===== src/rtl/cpu_types_pkg.sv =====
// cpu_types_pkg: shared types for the cache/memory path.
// Holds the RAM status encoding, the machine word type and the
// arbiter state encoding used by cache_mem_arbiter.
package cpu_types_pkg;

  typedef logic [31:0] word_t;

  // RAM controller status as reported on ramstate.
  typedef enum logic [1:0] {
    FREE   = 2'd0,
    BUSY   = 2'd1,
    ACCESS = 2'd2,
    ERROR  = 2'd3
  } ramstate_t;

  // Arbiter grant states.
  typedef enum logic [1:0] {
    IDLE   = 2'd0,
    IGRANT = 2'd1,
    DGRANT = 2'd2
  } arb_state_t;

endpackage


===== src/rtl/cache_mem_arbiter.sv =====
// cache_mem_arbiter: shares one RAM port between the icache and the dcache.
// Dcache requests win by default. After MAX_DSTREAK back-to-back dcache
// grants taken while the icache was waiting, the icache is served next.
// Every grant is preceded by one IDLE arbitration cycle. Requesters hold
// their request, address and data until their wait goes low, so nothing
// is latched here. All outputs are decoded combinationally from the state.
// Optional: define ARB_PERF_CNT_EN to add grant and stall counters.
module cache_mem_arbiter
  import cpu_types_pkg::*;
#(
  parameter int unsigned MAX_DSTREAK = 4
) (
  input  logic        CLK,
  input  logic        RST,
  input  logic        iREN,
  input  word_t       iaddr,
  output logic        iwait,
  output word_t       iload,
  input  logic        dREN,
  input  logic        dWEN,
  input  word_t       daddr,
  input  word_t       dstore,
  output logic        dwait,
  output word_t       dload,
  output logic        ramREN,
  output logic        ramWEN,
  output word_t       ramaddr,
  output word_t       ramstore,
  input  word_t       ramload,
  input  logic [1:0]  ramstate,
  output logic        ram_err
`ifdef ARB_PERF_CNT_EN
  ,
  output word_t       igrant_cnt,
  output word_t       dgrant_cnt,
  output word_t       stall_cnt
`endif
);

  localparam logic [3:0] STREAK_MAX = 4'(MAX_DSTREAK);

  arb_state_t state, state_next;
  logic [3:0] dstreak, dstreak_next;
  ramstate_t  rs;
  logic       dreq;
  logic       force_i;
  logic       i_done;
  logic       d_done;
  logic       err_hit;

  assign rs      = ramstate_t'(ramstate);
  assign dreq    = dREN | dWEN;
  assign force_i = iREN && (dstreak == STREAK_MAX);

  // Next-state selection and RAM/requester output decode.
  always_comb begin
    // NOTE: every output gets a default before the case so no path leaves
    // one unassigned, which would otherwise infer a latch.
    state_next = state;
    iwait      = 1'b1;
    iload      = '0;
    dwait      = 1'b1;
    dload      = '0;
    ramREN     = 1'b0;
    ramWEN     = 1'b0;
    ramaddr    = '0;
    ramstore   = '0;
    i_done     = 1'b0;
    d_done     = 1'b0;
    err_hit    = 1'b0;

    case (state)
      IDLE: begin
        if (dreq && !force_i) begin
          state_next = DGRANT;
        end else if (iREN) begin
          state_next = IGRANT;
        end
      end

      IGRANT: begin
        if (!iREN) begin
          // Request withdrawn: leave the RAM untouched and rearbitrate.
          state_next = IDLE;
        end else begin
          ramREN  = 1'b1;
          ramaddr = iaddr;
          case (rs)
            ACCESS: begin
              iwait      = 1'b0;
              iload      = ramload;
              i_done     = 1'b1;
              state_next = IDLE;
            end
            ERROR: begin
              err_hit    = 1'b1;
              state_next = IDLE;
            end
            default: ;
          endcase
        end
      end

      DGRANT: begin
        if (!dreq) begin
          state_next = IDLE;
        end else begin
          ramaddr  = daddr;
          ramstore = dstore;
          // A write takes precedence when both enables are raised.
          if (dWEN) begin
            ramWEN = 1'b1;
          end else begin
            ramREN = 1'b1;
          end
          case (rs)
            ACCESS: begin
              dwait      = 1'b0;
              dload      = ramload;
              d_done     = 1'b1;
              state_next = IDLE;
            end
            ERROR: begin
              err_hit    = 1'b1;
              state_next = IDLE;
            end
            default: ;
          endcase
        end
      end

      default: state_next = IDLE;
    endcase
  end

  // Dcache streak: counts dcache completions taken while the icache waits.
  always_comb begin
    dstreak_next = dstreak;
    if (i_done) begin
      dstreak_next = '0;
    end else if (d_done) begin
      if (!iREN) begin
        dstreak_next = '0;
      end else if (dstreak != STREAK_MAX) begin
        dstreak_next = dstreak + 4'd1;
      end
    end
  end

  // State, streak counter and sticky error flag.
  always_ff @(posedge CLK) begin
    // NOTE: state registers use non-blocking assignments so every flop
    // samples the pre-edge values regardless of statement order.
    if (RST) begin
      state   <= IDLE;
      dstreak <= '0;
      ram_err <= 1'b0;
    end else begin
      state   <= state_next;
      dstreak <= dstreak_next;
      ram_err <= ram_err | err_hit;
    end
  end

`ifdef ARB_PERF_CNT_EN
  // Completion counts per requester and cycles spent waiting on the RAM.
  always_ff @(posedge CLK) begin
    if (RST) begin
      igrant_cnt <= '0;
      dgrant_cnt <= '0;
      stall_cnt  <= '0;
    end else begin
      if (i_done) igrant_cnt <= igrant_cnt + 32'd1;
      if (d_done) dgrant_cnt <= dgrant_cnt + 32'd1;
      if ((iREN && iwait) || (dreq && dwait)) stall_cnt <= stall_cnt + 32'd1;
    end
  end
`endif

endmodule


===== config.mk =====
export PLATFORM = sky130hd
export DESIGN_NAME = cache_mem_arbiter
export DESIGN_NICKNAME = d
export VERILOG_FILES = /design/src/rtl/cpu_types_pkg.sv /design/src/rtl/cache_mem_arbiter.sv
export SDC_FILE = /design/constraint.sdc
export NUM_CORES = 1
export LEC_CHECK = 0
export CORE_AREA = 2 2 103 105
export DETAILED_ROUTE_END_ITERATION = 7
export DIE_AREA = 0 0 105 107
export SYNTH_ARGS = -nofsm -noshare
export SYNTH_HDL_FRONTEND = slang
export SYNTH_SLANG_ARGS = --single-unit

===== constraint.sdc =====
create_clock -name CLK -period 2.1 [get_ports CLK]
set_clock_uncertainty 0.15 [all_clocks]
set_input_delay 0.63 -clock CLK [delete_from_list [all_inputs] [get_ports CLK]]
set_output_delay 0.63 -clock CLK [all_outputs]
set_load 0.005 [all_outputs]

==> run summary <==
CTS tree: built
Cell Rows: 37
Routed len/inst: 18.08 µm
Die height: 107 µm
Syn nets: 386
Pre-CTS WS: -1.202 ns
Post-synthesis cell type count: 35
Max-Cap Viols: 0
Worst path max stage delay: 0.37 ns
Cells after Synth: 245
Synth Cell Area: 1698 µm²
Mapped Avg Cell Area: 6.930 µm²
H-tree levels: 1
Drt drc: 0
I/O pins: 268
Hold Vio Cnt, Final: 0
Total gr overflow: 0
Port bufs: 267
Clk sinks: 7
CP Class: flip-flop to output port
Largest net degree at the start of global routing: 18
Vias in the first global route: 3,487
Reg2reg setup slack: 0.09 ns
Initial Utilization: 0.1682
Hold EP: ram_err$_SDFF_PP0_
Leakage: 2.704 nW
Core ar.: 10,090 µm²
RSZ-0062 raised after global routing: yes
Max frequency: 407.7 MHz
Setup ws final: -0.3527 ns
Seq. cell area: 147.6 µm²
Non-Filler Instances: 731
Synth warnings: 0
WL final: 13,220 µm
Worst-path maximum fanout: 6
# setup viols final: 131
M2 GR Usage: 0.3966
Die width: 105 µm
Worst path arrival time: 1.67 ns
# diodes: 0
Critical path required time: 1.32 ns
Met3 Usage GRT: 0.05775
Hold slack: 0.3164 ns
Total Nets Final: 737
First-pass GRT wire length: 18,500 µm
DR pass1 iterations: 4
Worst r2r src: state[1]$_SDFFE_PP0P_
Peak supply drop: 0.09941 mV
GRT met1 Usage: 0.2150
Setup crit end kind: output port
Via count: 3,301
Min-Delay Path Depth: 2
Hold Path Class: flip-flop to flip-flop
Clk buf depth: 2
Vias per inst: 4.516
Fin. max-slew vios: 0
Crit path launch type: flip-flop
Gpl congestion: 0.8318
Worst r2r path cells: 10
Share of post-route cells with drive strength above 1: 0.6286
Initial antenna violation count: 0
Synthesis-stage register bit count: 7
Root Driver: clkbuf_8
Max stage delay cell, worst path: dfxtp_4
Die area: 11,240 µm²
Hold path start: ram_err$_SDFF_PP0_
Seq/Total Area, Yosys: 0.08254
Clock Latency Late Sink: 0.23 ns
Tmin final: 2.453 ns
PD cells: 223.6 nW/µm²
Area grow syn2layout: 259.0%
R2r endpoint: dstreak[3]$_SDFFE_PP0P_
Post-layout util: 0.6040
Final ANT Viol Nets: 0
Worst-path cell chain: inv_4, ha_4, buf_12, and4b_2, buf_6, buf_12, and2_4, buf_6
Final period util: 1.168
Failing checks: setup timing
Inserted Clock Buffers: 3
GRT Overall Usage: 0.2078
CTS clock-pin slew for the worst setup and hold paths: 0.04 ns
Status: finished, violations left
GR peak layer: met2
Filler cells: 823
DP Cell Count: 649
Detail Placement HPWL: 8129 µm
Initial drt markers: 100
Area of the multi-input gates: 1918 µm²
Relative slew slack: 0.7869
CTS hold repair buffers: 0
Worst Max-Slew Pin Slew: 0.3179 ns
[placed cells by master (no fill, tap or decap), types with 6 or more instances in the layout]
cell type and instances:
buf_16 6, buf_4 28, buf_12 11, and2_1 19, buf_2 50, buf_6 124, a22oi_2 32, and2_4 79
buf_8 9, nor2b_1 28, clkdlybuf4s50_1 128
[what timing repair did]
item                       in CTS  in global routing
cloned                         15                  3
gates resized for setup       754                 97
setup endpoints to repair     136                131
hold endpoints to repair        0                  0
pin swaps                      71                 29
buffers inserted               54                 15
[routing by layer]
metal  vias up  share of wire  routed length, µm
met4         0          0.033                441
li1       1549              -                  -
met2       199           0.52               6816
met5         -              0                  0
met1      1522           0.36               4754
met3        31          0.091               1204
[how the worst max path moves through the flow]
stage	from	endpoint	cells after the start
after floorplan	iREN	ramaddr[0]	5
after CTS	dWEN	ramstore[24]	7
after detailed placement	ramstate[0]	iload[6]	4
final	state[1]$_SDFFE_PP0P_	iload[16]	8
after global placement	ramstate[0]	iload[1]	4
after global routing	state[1]$_SDFFE_PP0P_	iload[16]	8
[critical path: cells and delay by family (launching register included)]
kind	cells	cell delay (ns)
simple gates	2	0.37
fa+ha+maj	1	0.17
flops	1	0.37
buf+inv	5	0.54
[kinds of logic after synthesis]
logic type | count (synthesis) | share of synthesized area
AOI/OAI and AO/OA | 46 | 0.2115
DFF | 7 | 0.08253
and+or+nand+nor | 153 | 0.5689
muxes | 2 | 0.01179
buffers and inverters | 31 | 0.08106
adders and majority gates | 6 | 0.04421
[cells in the mapped netlist (all sizes together)]
cell type / count / area share
nor4bb: 1 / 0.0059
o21a: 2 / 0.0096
a22oi: 32 / 0.14
nand2: 2 / 0.0044
o21ai: 2 / 0.010
o2bb2ai: 1 / 0.0052
nand4bb: 1 / 0.0066
inv: 9 / 0.020
a41oi: 1 / 0.0052
nor2b: 33 / 0.12
clkbuf: 15 / 0.037
nor3: 1 / 0.0059
nand2b: 1 / 0.0037
and4b: 2 / 0.015
nor4: 1 / 0.0037
nor4b: 1 / 0.0052
nand4: 2 / 0.0074
and2: 98 / 0.36
a21oi: 1 / 0.0029
buf: 7 / 0.024
nor2: 5 / 0.013
nand3: 4 / 0.012
o31ai: 2 / 0.0088
or2b: 1 / 0.0044
ha: 6 / 0.044
mux2i: 2 / 0.012
dfxtp: 7 / 0.083
a2111oi: 1 / 0.0088
a211oi: 2 / 0.0088
o2111ai: 2 / 0.010
[registers in the layout (all words and copies together) (netlist names)]
register,cells
state,2
ram_err,1
dstreak,4
[per-stage QoR]
stage          total power [mW]  setup TNS, ns  instance area [µm²]
6_report                  1.363         -31.26                 6096
5_1_grt                   1.433         -35.99                 6096
4_1_cts                   1.308         -32.46                 5710
3_5_place_dp             0.8429        -139.30                 4659
3_3_place_gp             0.8398        -133.38                 4659
2_1_floorplan            0.3409        -0.2906                 1699
[power by group]
group | switching [mW] | internal [mW]
sequential | 0.00594 | 0.137
combinational | 0.343 | 0.681
clock | 0.0634 | 0.132
[layout make-up]
| class | count | area share |
|---|---|---|
| tap | 136 | 0.02791 |
| sequential | 7 | 0.02422 |
| timing repair buffer | 363 | 0.6190 |
| multi-input combinational | 212 | 0.3147 |
| clock buffer | 4 | 0.007389 |
| inverter | 9 | 0.006773 |
Note: power is estimated with default switching activity, not from simulation.
